[config.mk]
export PLATFORM = sky130hd
export DESIGN_NAME = writeback_unit
export DESIGN_NICKNAME = d
export VERILOG_FILES = /design/src/rtl/writeback_unit.sv
export SDC_FILE = /design/constraint.sdc
export NUM_CORES = 1
export LEC_CHECK = 0
export ABC_AREA = 1
export ABC_CLOCK_PERIOD_IN_PS = 3300
export BUFFER_PORTS_ARGS = -buffer_cell sky130_fd_sc_hd__buf_2
export CORE_MARGIN = 2
export CORE_UTILIZATION = 48
export CTS_CLUSTER_SIZE = 16
export DETAILED_ROUTE_END_ITERATION = 8
export GPL_TIMING_DRIVEN = 0
export PLACE_DENSITY = 0.76
export SKIP_LAST_GASP = 1
export SLEW_MARGIN = 20
export SYNTH_ARGS = -nofsm -noshare
export SYNTH_HDL_FRONTEND = slang
export SYNTH_SLANG_ARGS = --single-unit
[constraint.sdc]
create_clock -name clk -period 3.3 [get_ports clk]
set_clock_uncertainty 0.05 [all_clocks]
set_input_delay 0.495 -clock clk [delete_from_list [all_inputs] [get_ports clk]]
set_output_delay 0.495 -clock clk [all_outputs]
set_load 0.02 [all_outputs]
[src/rtl/writeback_unit.sv]
// Final pipeline stage: commits scalar/vector results to the register banks and
// assembles vector loads from serial memory beats before a single vector write.
module writeback_unit #(
    parameter int DATA_W = 24,
    parameter int LANES  = 6,
    parameter int IDX_W  = 4
) (
    input  logic                      clk,
    input  logic                      rst,
    input  logic                      in_valid,
    output logic                      in_ready,
    input  logic                      regWrite,
    input  logic                      regWriteV,
    input  logic                      memToReg,
    input  logic [IDX_W-1:0]          in_rd,
    input  logic [DATA_W-1:0]         alu_res,
    input  logic [DATA_W*LANES-1:0]   alu_resV,
    input  logic [DATA_W-1:0]         mem_data,
    input  logic                      beat_valid,
    input  logic                      flush,
    output logic                      WE1,
    output logic                      WE2,
    output logic [IDX_W-1:0]          Rd,
    output logic [DATA_W-1:0]         WD1,
    output logic [DATA_W*LANES-1:0]   WD2,
    output logic                      pend_valid,
    output logic [IDX_W-1:0]          pend_rd,
    output logic                      pend_vec
);

    localparam int VEC_W = DATA_W * LANES;
    localparam int CNT_W = (LANES > 1) ? $clog2(LANES) : 1;
    localparam logic [CNT_W-1:0] LAST = CNT_W'(LANES - 1);

    typedef enum logic {IDLE, ASSEMBLE} state_t;

    state_t             state, state_n;
    logic [CNT_W-1:0]   cnt, cnt_n;
    logic [IDX_W-1:0]   rd_lat, rd_lat_n;
    logic [DATA_W-1:0]  lanes [LANES];
    logic               cap_en;
    logic [CNT_W-1:0]   cap_idx;
    logic [VEC_W-1:0]   assembled;

    logic               we1_n, we2_n;
    logic [IDX_W-1:0]   rd_n;
    logic [DATA_W-1:0]  wd1_n;
    logic [VEC_W-1:0]   wd2_n;
    logic               pv_n, pvec_n;
    logic [IDX_W-1:0]   prd_n;

    assign in_ready = (state == IDLE);

    // The lane arriving this cycle is merged directly so the final beat needs no extra cycle.
    always_comb begin
        assembled = '0;
        for (int unsigned k = 0; k < LANES; k++) begin
            assembled[k*DATA_W +: DATA_W] = (CNT_W'(k) == cnt) ? mem_data : lanes[k];
        end
    end

    always_comb begin
        state_n  = state;
        cnt_n    = cnt;
        rd_lat_n = rd_lat;
        cap_en   = 1'b0;
        cap_idx  = cnt;
        we1_n    = 1'b0;
        we2_n    = 1'b0;
        rd_n     = Rd;
        wd1_n    = WD1;
        wd2_n    = WD2;

        case (state)
            IDLE: begin
                if (in_valid) begin
                    if (regWriteV) begin
                        if (memToReg) begin
                            cap_en   = 1'b1;
                            cap_idx  = '0;
                            cnt_n    = CNT_W'(1);
                            rd_lat_n = in_rd;
                            state_n  = ASSEMBLE;
                        end else begin
                            we2_n = 1'b1;
                            rd_n  = in_rd;
                            wd2_n = alu_resV;
                        end
                    end else if (regWrite) begin
                        we1_n = 1'b1;
                        rd_n  = in_rd;
                        wd1_n = memToReg ? mem_data : alu_res;
                    end
                end
            end
            ASSEMBLE: begin
                if (flush) begin
                    state_n = IDLE;
                    cnt_n   = '0;
                end else if (beat_valid) begin
                    cap_en = 1'b1;
                    if (cnt == LAST) begin
                        we2_n   = 1'b1;
                        rd_n    = rd_lat;
                        wd2_n   = assembled;
                        state_n = IDLE;
                        cnt_n   = '0;
                    end else begin
                        cnt_n = cnt + CNT_W'(1);
                    end
                end
            end
            default: begin
                state_n = IDLE;
                cnt_n   = '0;
            end
        endcase

        pv_n   = (state_n == ASSEMBLE) || we1_n || we2_n;
        pvec_n = (state_n == ASSEMBLE) || we2_n;
        if (state_n == ASSEMBLE)
            prd_n = rd_lat_n;
        else if (we1_n || we2_n)
            prd_n = rd_n;
        else
            prd_n = '0;
    end

    always_ff @(posedge clk) begin
        if (rst) begin
            state      <= IDLE;
            cnt        <= '0;
            rd_lat     <= '0;
            WE1        <= 1'b0;
            WE2        <= 1'b0;
            Rd         <= '0;
            WD1        <= '0;
            WD2        <= '0;
            pend_valid <= 1'b0;
            pend_rd    <= '0;
            pend_vec   <= 1'b0;
            for (int unsigned k = 0; k < LANES; k++) begin
                lanes[k] <= '0;
            end
        end else begin
            state      <= state_n;
            cnt        <= cnt_n;
            rd_lat     <= rd_lat_n;
            WE1        <= we1_n;
            WE2        <= we2_n;
            Rd         <= rd_n;
            WD1        <= wd1_n;
            WD2        <= wd2_n;
            pend_valid <= pv_n;
            pend_rd    <= prd_n;
            pend_vec   <= pvec_n;
            if (cap_en) begin
                lanes[cap_idx] <= mem_data;
            end
        end
    end

endmodule

==> results by group, run 1 <==
Run status
  – Outcome: finished with violations
  – Failing checks: negative setup slack

Drt
  – Vias per std cell: 5.49
  – Routed WL: 56.9 mm
  – First-pass DRT Iterations: 6
  – Antenna Violating Nets Remaining: 0
  – DRC errors left: 0
  – Drt wl/cell: about 20 um
  – DR vias: 15,500
  – DRT iter0 DRCs: 1,889

Setup path
  – Crit. End Element: flop
  – Worst setup SP type: input port
  – Crit path from: rst
  – Worst EP required: 3.26 ns
  – Reg-to-reg startpoint: state
  – Crit Path Class: in2reg
  – CP arrival: 3.29 ns
  – Crit-path max FO: 24

Synthesis
  – Synth unique cells: 31
  – Synth Cell Area: 15,300 um^2
  – Synthesized flop and latch total: 332
  – Async set-reset flop share out of synthesis: 0%
  – EDFF count, synth: about 140
  – Cell count after synthesis: 1,971
  – Synth Flop Type: dfxtp_1
  – Sequential fraction of the synthesis area: a little over half
  – Synthesized net count: roughly 2,200
  – Synth Area per Inst: a little under 8 um^2
  – Synth Warn #: 0

Clocking
  – CTS Buf Count: 36
  – CTS Buffer Depth: 3
  – CTS tree: yes
  – CTS sink count: 332
  – H-tree depth: 2
  – Clock slew at reported path FFs: roughly 0.06 ns
  – Worst-Skew Late Latency: 0.53 ns
  – Clk root buf: clkbuf_16
  – Cts hold-fix bufs: 0

Hold path
  – Hold Startpoint: alu_res[20]
  – Worst min path class: in2reg

Timing
  – Final setup margin: -0.0303 ns
  – Fin. Hold Viols: 0
  – Rel. slew slack: 26.7%
  – Tmin final: 3.33 ns
  – Worst Tran Pin Value: 1.10 ns
  – Setup-failing EPs final: 24
  – Fin crit share: 101%
  – Fin. max-slew vios: 0
  – Setup TNS: -0.565 ns
  – RSZ-0062 raised after global routing: true
  – FMAX: approximately 300 MHz

Placement
  – Post-DP HPWL: 41.5 mm
  – GPL Wtd Cong: between 0.9 and 1
  – IO Port Bufs: 380
  – Cells after DPL: around 2,800
  – Total placed instance area: between 15,000 and 20,000 um^2

Pwr
  – Power Density: ~530 nW/um^2
  – Max IR drop VDD: between 0.3 and 0.4 mV
  – Leak: 9.13 nW
  – Portion of total power attributed to the clock network: 41.2%
  – Psw: 2.67 mW
  – Sw Ratio: 26.9%
  – Combinational power share: 12.8%
  – Cell Int Power: 7.25 mW
  – Register share of total power: 46.0%

Global route
  – Aggregate global-route resource usage: 33.5%
  – Vias in the first global route: 14,500
  – Initial antenna violation count: 10
  – First-pass GRT wire length: 83.9 mm
  – GRT Residual Overflow: 0
  – Largest net degree at the start of global routing: 25

Final layout
  – P&R area growth vs syn: 23.8%
  – Finished Core Util: between 60% and 70%
  – Share of layout cells above drive strength 1: 21.0%
  – Final net count: 2,595
  – Non-filler instance count after layout: ~2,800
  – Fin area: 18,900 um^2

Die
  – Die Y: 182 um
  – Initial Utilization: a little under 50%
  – Core area: 31,400 um^2
  – I/O pins: 385
  – Die X: about 180 um
  – Row Count: 65
  – Die area: approximately 33,000 um^2

Run
  – Max Cap Viol: 0
metal layers:
layer	wire length (um)	up-vias	global-route usage, %	share of wire [%]
li1	-	7275	-	-
met1	22800	7196	44.1	40
met2	26000	917	54.7	46
met3	5900	147	6.23	10
met4	2170	2	13.2	3.8
met5	13	-	0	0.023
synthesized netlist by cell type, types with 15 or more instances:
master / number / area share (%)
a22oi_1: 15 / 0.74
a21oi_1: 136 / 4.5
inv_1: 98 / 2.4
nor2_1: 405 / 10
edfxtp_1: 144 / 28
nand3_1: 24 / 0.79
a31oi_1: 24 / 0.98
nand2_1: 498 / 12
clkbuf_1: 69 / 1.7
mux2i_1: 24 / 1.6
buf_2: 51 / 1.7
o21ai_0: 243 / 8.0
dfxtp_1: 188 / 25
worst paths after layout:
| check | end | slack [ns] | cells after the start |
|---|---|---|---|
| setup / recovery | lanes[2][9] | -0.03 | 5 |
| hold / removal | WD1[20] | 0.19 | 3 |
| setup reg to reg | lanes[0][23] | 0.19 | 8 |
| hold reg to reg | WD2[73] | 0.43 | 2 |
cell type report:
class                           count  area, um^2
Antenna cell                       10        25.0
Buffer                            140         642
Clock buffer                       46         960
Clock inverter                     20         209
Fill cell                        2952       12500
Inverter                          102         383
Multi-Input combinational cell   1397        6160
Sequential cell                   332        8090
Tap cell                          402         503
Timing Repair Buffer              381        1910
worst max-delay path: stages:
cell and delay (ns):
clkbuf_1 0.23, inv_1 0.19, clkbuf_1 0.78, buf_1 0.72, nand2_1 0.86
stage by stage:
stage / worst slack, ns / hold slack (ns) / total power [mW]
floorplan: 0.715 / 0.463 / 5.34
global placement: -0.325 / 0.419 / 5.87
detailed placement: -0.359 / 0.417 / 5.89
CTS: 0.181 / 0.181 / 9.91
global route: -0.0155 / 0.196 / 10.2
finish: -0.0303 / 0.192 / 9.92
flip-flops by register name, indices dropped and copies added, names as in the netlist, 3 cells and up:
name,flops
lanes,144
WD2,144
Rd,4
cnt,3
rd_lat,4
WD1,24
pend_rd,4
layout by cell type, fill, tap and decap left out, types with 2 or more instances in the layout:
| cell type | count |
|---|---|
| nand2_1 | 497 |
| clkbuf_1 | 78 |
| o21ai_0 | 243 |
| nor3_1 | 2 |
| nor2_1 | 405 |
| mux2i_1 | 24 |
| clkinv_1 | 5 |
| buf_1 | 11 |
| dfxtp_1 | 188 |
| clkinv_2 | 7 |
| a22oi_1 | 15 |
| bufinv_16 | 4 |
| buf_4 | 4 |
| o21ai_1 | 5 |
| inv_1 | 98 |
| nand3b_1 | 4 |
| buf_6 | 6 |
| a21oi_1 | 136 |
| a31oi_1 | 24 |
| nand4_1 | 5 |
| nand4_2 | 3 |
| clkbuf_16 | 37 |
| inv_6 | 2 |
| inv_2 | 4 |
| diode_2 | 10 |
| nand3_1 | 24 |
| edfxtp_1 | 144 |
| buf_2 | 431 |
| clkinv_4 | 2 |
logic make-up (layout without fill, tap and decap cells):
family | count (synthesis) | after routing | synth area share (%)
DFF | 332 | 332 | 53.0
adders and majority gates | 1 | 1 | 0.0820
muxes | 24 | 24 | 1.57
other | 0 | 10 | 0
and+or+nand+nor | 946 | 946 | 24.1
buffers and inverters | 242 | 689 | 6.72
AOI/OAI and AO/OA | 426 | 426 | 14.5
power by group through the flow:
| stage | registers, mW | logic, mW | clock network [mW] |
|---|---|---|---|
| floorplan | 4.77 | 0.567 | 0 |
| global placement | 4.65 | 1.23 | 0 |
| detailed placement | 4.65 | 1.24 | 0 |
| CTS | 4.56 | 1.25 | 4.09 |
| global route | 4.58 | 1.37 | 4.27 |
| finish | 4.57 | 1.27 | 4.08 |
repair_timing:
action                                  in CTS  in global routing
endpoints found under the setup margin       0                 24
buffers inserted                             0                  0
endpoints found under the hold margin        0                  0
resized for setup                            0                  1
(Power assumes the default switching activity.)
==> run 2, diff against run 1 <==
--- a/config.mk
+++ b/config.mk
@@ -9,11 +9,11 @@
 export ABC_CLOCK_PERIOD_IN_PS = 3300
 export BUFFER_PORTS_ARGS = -buffer_cell sky130_fd_sc_hd__buf_2
 export CORE_MARGIN = 2
-export CORE_UTILIZATION = 48
+export CORE_UTILIZATION = 45
 export CTS_CLUSTER_SIZE = 16
 export DETAILED_ROUTE_END_ITERATION = 8
 export GPL_TIMING_DRIVEN = 0
-export PLACE_DENSITY = 0.76
+export PLACE_DENSITY = 0.72
 export SKIP_LAST_GASP = 1
 export SLEW_MARGIN = 20
 export SYNTH_ARGS = -nofsm -noshare
==> run 2 against run 1 <==
Effect of this change:
- the run still ends with negative setup slack left
- sequential cell count unchanged
- worst hold slack got worse by 0.0043 ns
- critical path depth unchanged
- non-clock buffer count unchanged
- power increased by 0.64%
- via count decreased by 0.26%
- first-iteration DRC count decreased by 30%
- largest cell class unchanged
- sequential share of layout area decreased by 0.19 points
==> results by group, run 2 (synthesis gave the netlist of run 1 again) <==
Timing
  – Final setup margin: -0.0628 ns
  – Worst Tran Pin Value: about 1.1 ns
  – Fin. max-slew vios: 0
  – Rel. slew slack: 24.1%
  – FMAX: 297 MHz
  – RSZ-0062 raised after global routing: true
  – Fin crit share: 102%
  – Tmin final: 3.36 ns
  – Fin. Hold Viols: 0
  – Setup-failing EPs final: 72

Setup path
  – Crit Path Class: in2reg
  – Reg-to-reg startpoint: state
  – Worst setup SP type: input port
  – CP arrival: approximately 3.3 ns
  – Worst EP required: ~3.3 ns
  – Crit-path max FO: 24
  – Crit path from: rst
  – R2R Setup Slk: ~0.18 ns
  – Crit. End Element: flop

Pwr
  – Leak: between 9 and 10 nW
  – Combinational power share: 12.8%
  – Power Density: roughly 530 nW/um^2
  – Cell Int Power: between 7 and 8 mW
  – Portion of total power attributed to the clock network: 41.5%
  – Register share of total power: 45.8%
  – Max IR drop VDD: 0.321 mV
  – Psw: 2.69 mW
  – Sw Ratio: 26.9%

Clocking
  – CTS tree: yes
  – CTS sink count: 332
  – CTS Buf Count: 37
  – Postcts setup bufs: 0
  – H-tree depth: 2
  – Cts hold-fix bufs: 0
  – Post-CTS sizing: 0
  – CTS Buffer Depth: 3
  – Clock slew at reported path FFs: 0.06 ns
  – Clk root buf: clkbuf_16
  – Worst-Skew Late Latency: 0.52 ns

Die
  – Initial Utilization: 45.6%
  – Die area: between 30,000 and 40,000 um^2
  – Die X: 188 um
  – I/O pins: 385
  – Core area: 33,400 um^2
  – Die Y: about 190 um
  – Row Count: 67

Placement
  – Total placed instance area: 17,700 um^2
  – Cells after DPL: 2,800
  – IO Port Bufs: 380
  – GPL Wtd Cong: ~0.95
  – Post-DP HPWL: between 40 and 50 mm

Final layout
  – Fin area: 19,000 um^2
  – Final net count: 2,596
  – P&R area growth vs syn: 24.3%
  – Largest regs: WD2 x144, lanes x144, WD1 x24
  – Commonest non-fill, non-tap cells in the layout: nand2_1 (496), buf_2 (431), nor2_1 (405), o21ai_0 (243), dfxtp_1 (188)
  – Share of layout cells above drive strength 1: between 20% and 30%
  – Commonest non-fill, non-tap cell in the layout: nand2_1
  – Non-filler instance count after layout: 2,873

Run status
  – Failing checks: negative setup slack
  – Outcome: finished with violations

Global route
  – Met1 Use GR: 40.0%
  – Initial antenna violation count: 8
  – Met3 Usage GRT: under 10%
  – Largest net degree at the start of global routing: 25
  – GRT Residual Overflow: 0
  – Vias in the first global route: roughly 15,000
  – First-pass GRT wire length: 83.8 mm
  – Global route hottest layer: met2
  – M2 GR Usage: about half
  – Aggregate global-route resource usage: 31.5%

Drt
  – Routed WL: between 50 and 60 mm
  – Antenna Violating Nets Remaining: 0
  – DRC errors left: 0
  – DRT iter0 DRCs: 1,324
  – Vias per std cell: about 5.4
  – Drt wl/cell: about 20 um
  – DR vias: 15,500
  – First-pass DRT Iterations: 5

Run
  – Max Cap Viol: 0

Hold path
  – Worst min path class: in2reg
  – Hold Startpoint: alu_res[1]
[run 2: changes by cell type in the layout (fill, tap and decap cells not counted), sizes merged]
cell,before,now
clkinv,14,8
diode,10,6
bufinv,4,2
clkinvlp,0,1
clkbuf,115,123
[run 2: path summary, 6_finish.rpt]
kind | end | depth (start not counted)
max reg2reg | lanes[0][12] | 8
max | lanes[0][12] | 5
min | WD1[1] | 3
min reg2reg | WD2[78] | 2
[run 2: area by class of cell]
cell class | count | area (um^2)
timing repair buffer | 381 | 1910
antenna | 6 | 15.0
buffer | 140 | 642
inverter | 102 | 383
multi-input combinational | 1397 | 6160
clock buffer | 54 | 1080
tap | 448 | 561
fill | 3179 | 14500
clock inverter | 13 | 124
sequential | 332 | 8090
[run 2: power groups by stage]
stage	logic, mW	registers, mW	clock network [mW]
finish	1.27	4.57	4.14
global route	1.38	4.59	4.32
CTS	1.26	4.57	4.15
detailed placement	1.25	4.65	0
global placement	1.23	4.65	0
floorplan	0.567	4.77	0
[run 2: layer usage]
| layer | part of all wire [%] | routed length, um | vias up |
|---|---|---|---|
| met2 | 45 | 26200 | 880 |
| li1 | - | - | 7267 |
| met1 | 39 | 22700 | 7165 |
| met4 | 5.1 | 2960 | 2 |
| met3 | 10 | 5970 | 182 |
| met5 | 0.028 | 16 | - |
[run 2: worst max-delay path, stage by stage]
cell and delay (ns):
clkbuf_1 0.23, inv_1 0.21, clkbuf_1 0.77, buf_1 0.77, nand2_1 0.84
[run 2: per-stage QoR]
step / hold slack, ns / utilization, % / power, mW / worst slack (ns) / TNS, ns
6_report: 0.188 / 56.7 / 9.99 / -0.0628 / -3.94
5_1_grt: 0.196 / 56.7 / 10.3 / -0.0771 / -5.01
4_1_cts: 0.183 / 56.6 / 9.98 / 0.0842 / 0
3_5_place_dp: 0.418 / 53.0 / 5.90 / -0.372 / -37.02
3_3_place_gp: 0.421 / 53.0 / 5.88 / -0.395 / -39.91
2_1_floorplan: 0.463 / - / 5.34 / 0.715 / 0
==> run 3, diff against run 2 <==
--- a/config.mk
+++ b/config.mk
@@ -6,14 +6,14 @@
 export NUM_CORES = 1
 export LEC_CHECK = 0
 export ABC_AREA = 1
-export ABC_CLOCK_PERIOD_IN_PS = 3300
+export ABC_CLOCK_PERIOD_IN_PS = 3660
 export BUFFER_PORTS_ARGS = -buffer_cell sky130_fd_sc_hd__buf_2
 export CORE_MARGIN = 2
 export CORE_UTILIZATION = 45
 export CTS_CLUSTER_SIZE = 16
 export DETAILED_ROUTE_END_ITERATION = 8
 export GPL_TIMING_DRIVEN = 0
-export PLACE_DENSITY = 0.72
+export PLACE_DENSITY = 0.75
 export SKIP_LAST_GASP = 1
 export SLEW_MARGIN = 20
 export SYNTH_ARGS = -nofsm -noshare
==> constraint.sdc (replaced) <==
create_clock -name clk -period 3.66 [get_ports clk]
set_clock_uncertainty 0.05 [all_clocks]
set_input_delay 0.549 -clock clk [delete_from_list [all_inputs] [get_ports clk]]
set_output_delay 0.549 -clock clk [all_outputs]
set_load 0.02 [all_outputs]
==> run 3 against run 2 <==
Effect of this change:
- the run now ends clean
- die area did not move
- register-to-register slack better by 0.34 ns
- critical path depth is the same
- non-clock buffer count rose by 1
- via count up 0.27%
- clock-buffer cell count rose by 5
- setup slack better by 0.35 ns
- final cell count about the same
- combinational power decreased by 9%
- sequential share of layout area grew 0.12 points
- critical path type unchanged
- largest cell class unchanged
==> results by group, run 3 (synthesis gave the netlist of run 1 again) <==
Run status
  – Outcome: finished clean

Placement
  – Post-DP HPWL: 42.6 mm
  – IO Port Bufs: 380
  – GPL Wtd Cong: 0.908

Clocking
  – Post-CTS sizing: 0
  – CTS tree: yes
  – Cts hold-fix bufs: 0
  – Postcts setup bufs: 0
  – CTS Buffer Depth: 3
  – CTS Buf Count: 37
  – CTS sink count: 332
  – Clock slew at reported path FFs: 0.06 ns
  – Worst-Skew Late Latency: 0.54 ns
  – Clk root buf: clkbuf_16
  – H-tree depth: 2

Timing
  – Rel. slew slack: about a quarter
  – Fin. Hold Viols: 0
  – Fin crit share: between 90 and 100%
  – RSZ-0062 raised after global routing: false
  – Tmin final: 3.37 ns
  – Final hold slack: 0.232 ns
  – FMAX: 297 MHz
  – Worst Tran Pin Value: ~1.1 ns
  – Fin. max-slew vios: 0
  – Setup-failing EPs final: 0

Setup path
  – Slowest CP cell: nand2_1
  – Buf/Inv on CP: 4
  – Crit-path max FO: 24
  – CP cell instances: clkbuf_1, inv_1, clkbuf_1, buf_1, nand2_1
  – Crit. End Element: flop
  – Worst setup SP type: input port
  – Top delay family on crit path: buffers and inverters
  – CP arrival: between 3 and 4 ns
  – Worst EP required: between 3 and 4 ns
  – CP most frequent cell: clkbuf_1
  – Worst path max stage delay: just under 0.9 ns
  – Crit Path Class: in2reg

Drt
  – Drt wl/cell: just over 20 um
  – DRC errors left: 0
  – Vias per std cell: 5.40
  – First-pass DRT Iterations: 6
  – DR vias: approximately 16,000
  – Routed WL: around 58 mm
  – Antenna Violating Nets Remaining: 0
  – DRT iter0 DRCs: 1,416

Hold path
  – Worst min path class: in2reg

Global route
  – GRT Residual Overflow: 0
  – Initial antenna violation count: 9
  – Vias in the first global route: 14,800
  – First-pass GRT wire length: 85.8 mm
  – Largest net degree at the start of global routing: 25
  – Aggregate global-route resource usage: 31.9%

Final layout
  – Final net count: 2,597
  – Fillers: between 3,000 and 4,000
  – Share of layout cells above drive strength 1: 20.9%
  – Reg area: 8090 um^2
  – Commonest non-fill, non-tap cell in the layout: nand2_1
  – P&R area growth vs syn: 24.0%
  – Commonest non-fill, non-tap cells in the layout: nand2_1 (498), buf_2 (431), nor2_1 (405), o21ai_0 (243), dfxtp_1 (188)
  – Largest regs: WD2 x144, lanes x144, WD1 x24
  – Multi-input logic area: 6150 um^2

Die
  – Initial Utilization: 45.6%
  – Die area: 35,400 um^2
  – Die Y: between 150 and 200 um
  – Row Count: 67
  – I/O pins: between 300 and 400
  – Core area: 33,400 um^2
  – Die X: 188 um

Run
  – Max Cap Viol: 0

Pwr
  – Max IR drop VDD: 0.321 mV
  – Leak: a little over 9 nW
  – Total Power: a little under 9 mW
  – Power Density: 469 nW/um^2
==> run 3: changes by cell type in the layout (fill, tap and decap cells not counted), moves of 2 or more <==
cell / before / now
nand2_1: 496 / 498
clkbuf_8: 9 / 3
nand2_2: 2 / 0
clkinv_2: 7 / 5
clkbuf_16: 37 / 39
clkbuf_1: 77 / 85
==> run 3: area by class of cell <==
cell class	count	share of cell area, %
repair buffers	382	10.2
plain buffers	140	3.39
clock buffers	59	5.74
inverters	102	2.02
flip-flops and latches	332	42.8
multi-input cells	1397	32.5
well taps	448	2.96
clock inverters	9	0.377
diodes	6	0.0794
==> run 3: through the flow <==
step / setup WS (ns) / util [%] / area, um^2 / TNS (ns) / std cells
global placement: -0.944 / 53.0 / 17700 / -25.80 / 2799
floorplan: 0.181 / - / 15300 / 0 / 1971
CTS: 0.434 / 56.5 / 18900 / 0 / 2869
global route: 0.311 / 56.5 / 18900 / 0 / 2874
detailed placement: -0.107 / 53.0 / 17700 / -6.69 / 2801
finish: 0.291 / 56.5 / 18900 / 0 / 2875
==> run 3: path summary, 6_finish.rpt <==
kind | from | endpoint | slack [ns] | cells past startpoint
max reg2reg | state | lanes[1][13] | 0.52 | 8
max | rst | lanes[2][2] | 0.29 | 5
min | alu_res[8] | WD1[8] | 0.23 | 3
min reg2reg | WD2[79] | WD2[79] | 0.43 | 2
==> run 3: routing by layer <==
metal  GRT usage (%)  wire length, um  vias to the layer above
li1                -                -                     7276
met1            41.9            22900                     7216
met2            51.8            26500                      875
met3            6.06             6030                      165
met4            13.5             2410                        6
met5               0               46                        -
==> run 3: worst reg2reg max path, delay by kind of cell, from the launching register on <==
family	cells	cell delay, ns
buffers and inverters	2	0.61
DFF	1	0.41
and+or+nand+nor	6	1.70
==> run 3: where the power goes <==
| part | switching (mW) | total, mW | internal, mW | leakage [nW] |
|---|---|---|---|---|
| clock network | 1.49 | 3.60 | 2.11 | 0.567 |
| registers | 0.0791 | 4.12 | 4.04 | 3.03 |
| logic | 0.800 | 1.15 | 0.352 | 5.53 |
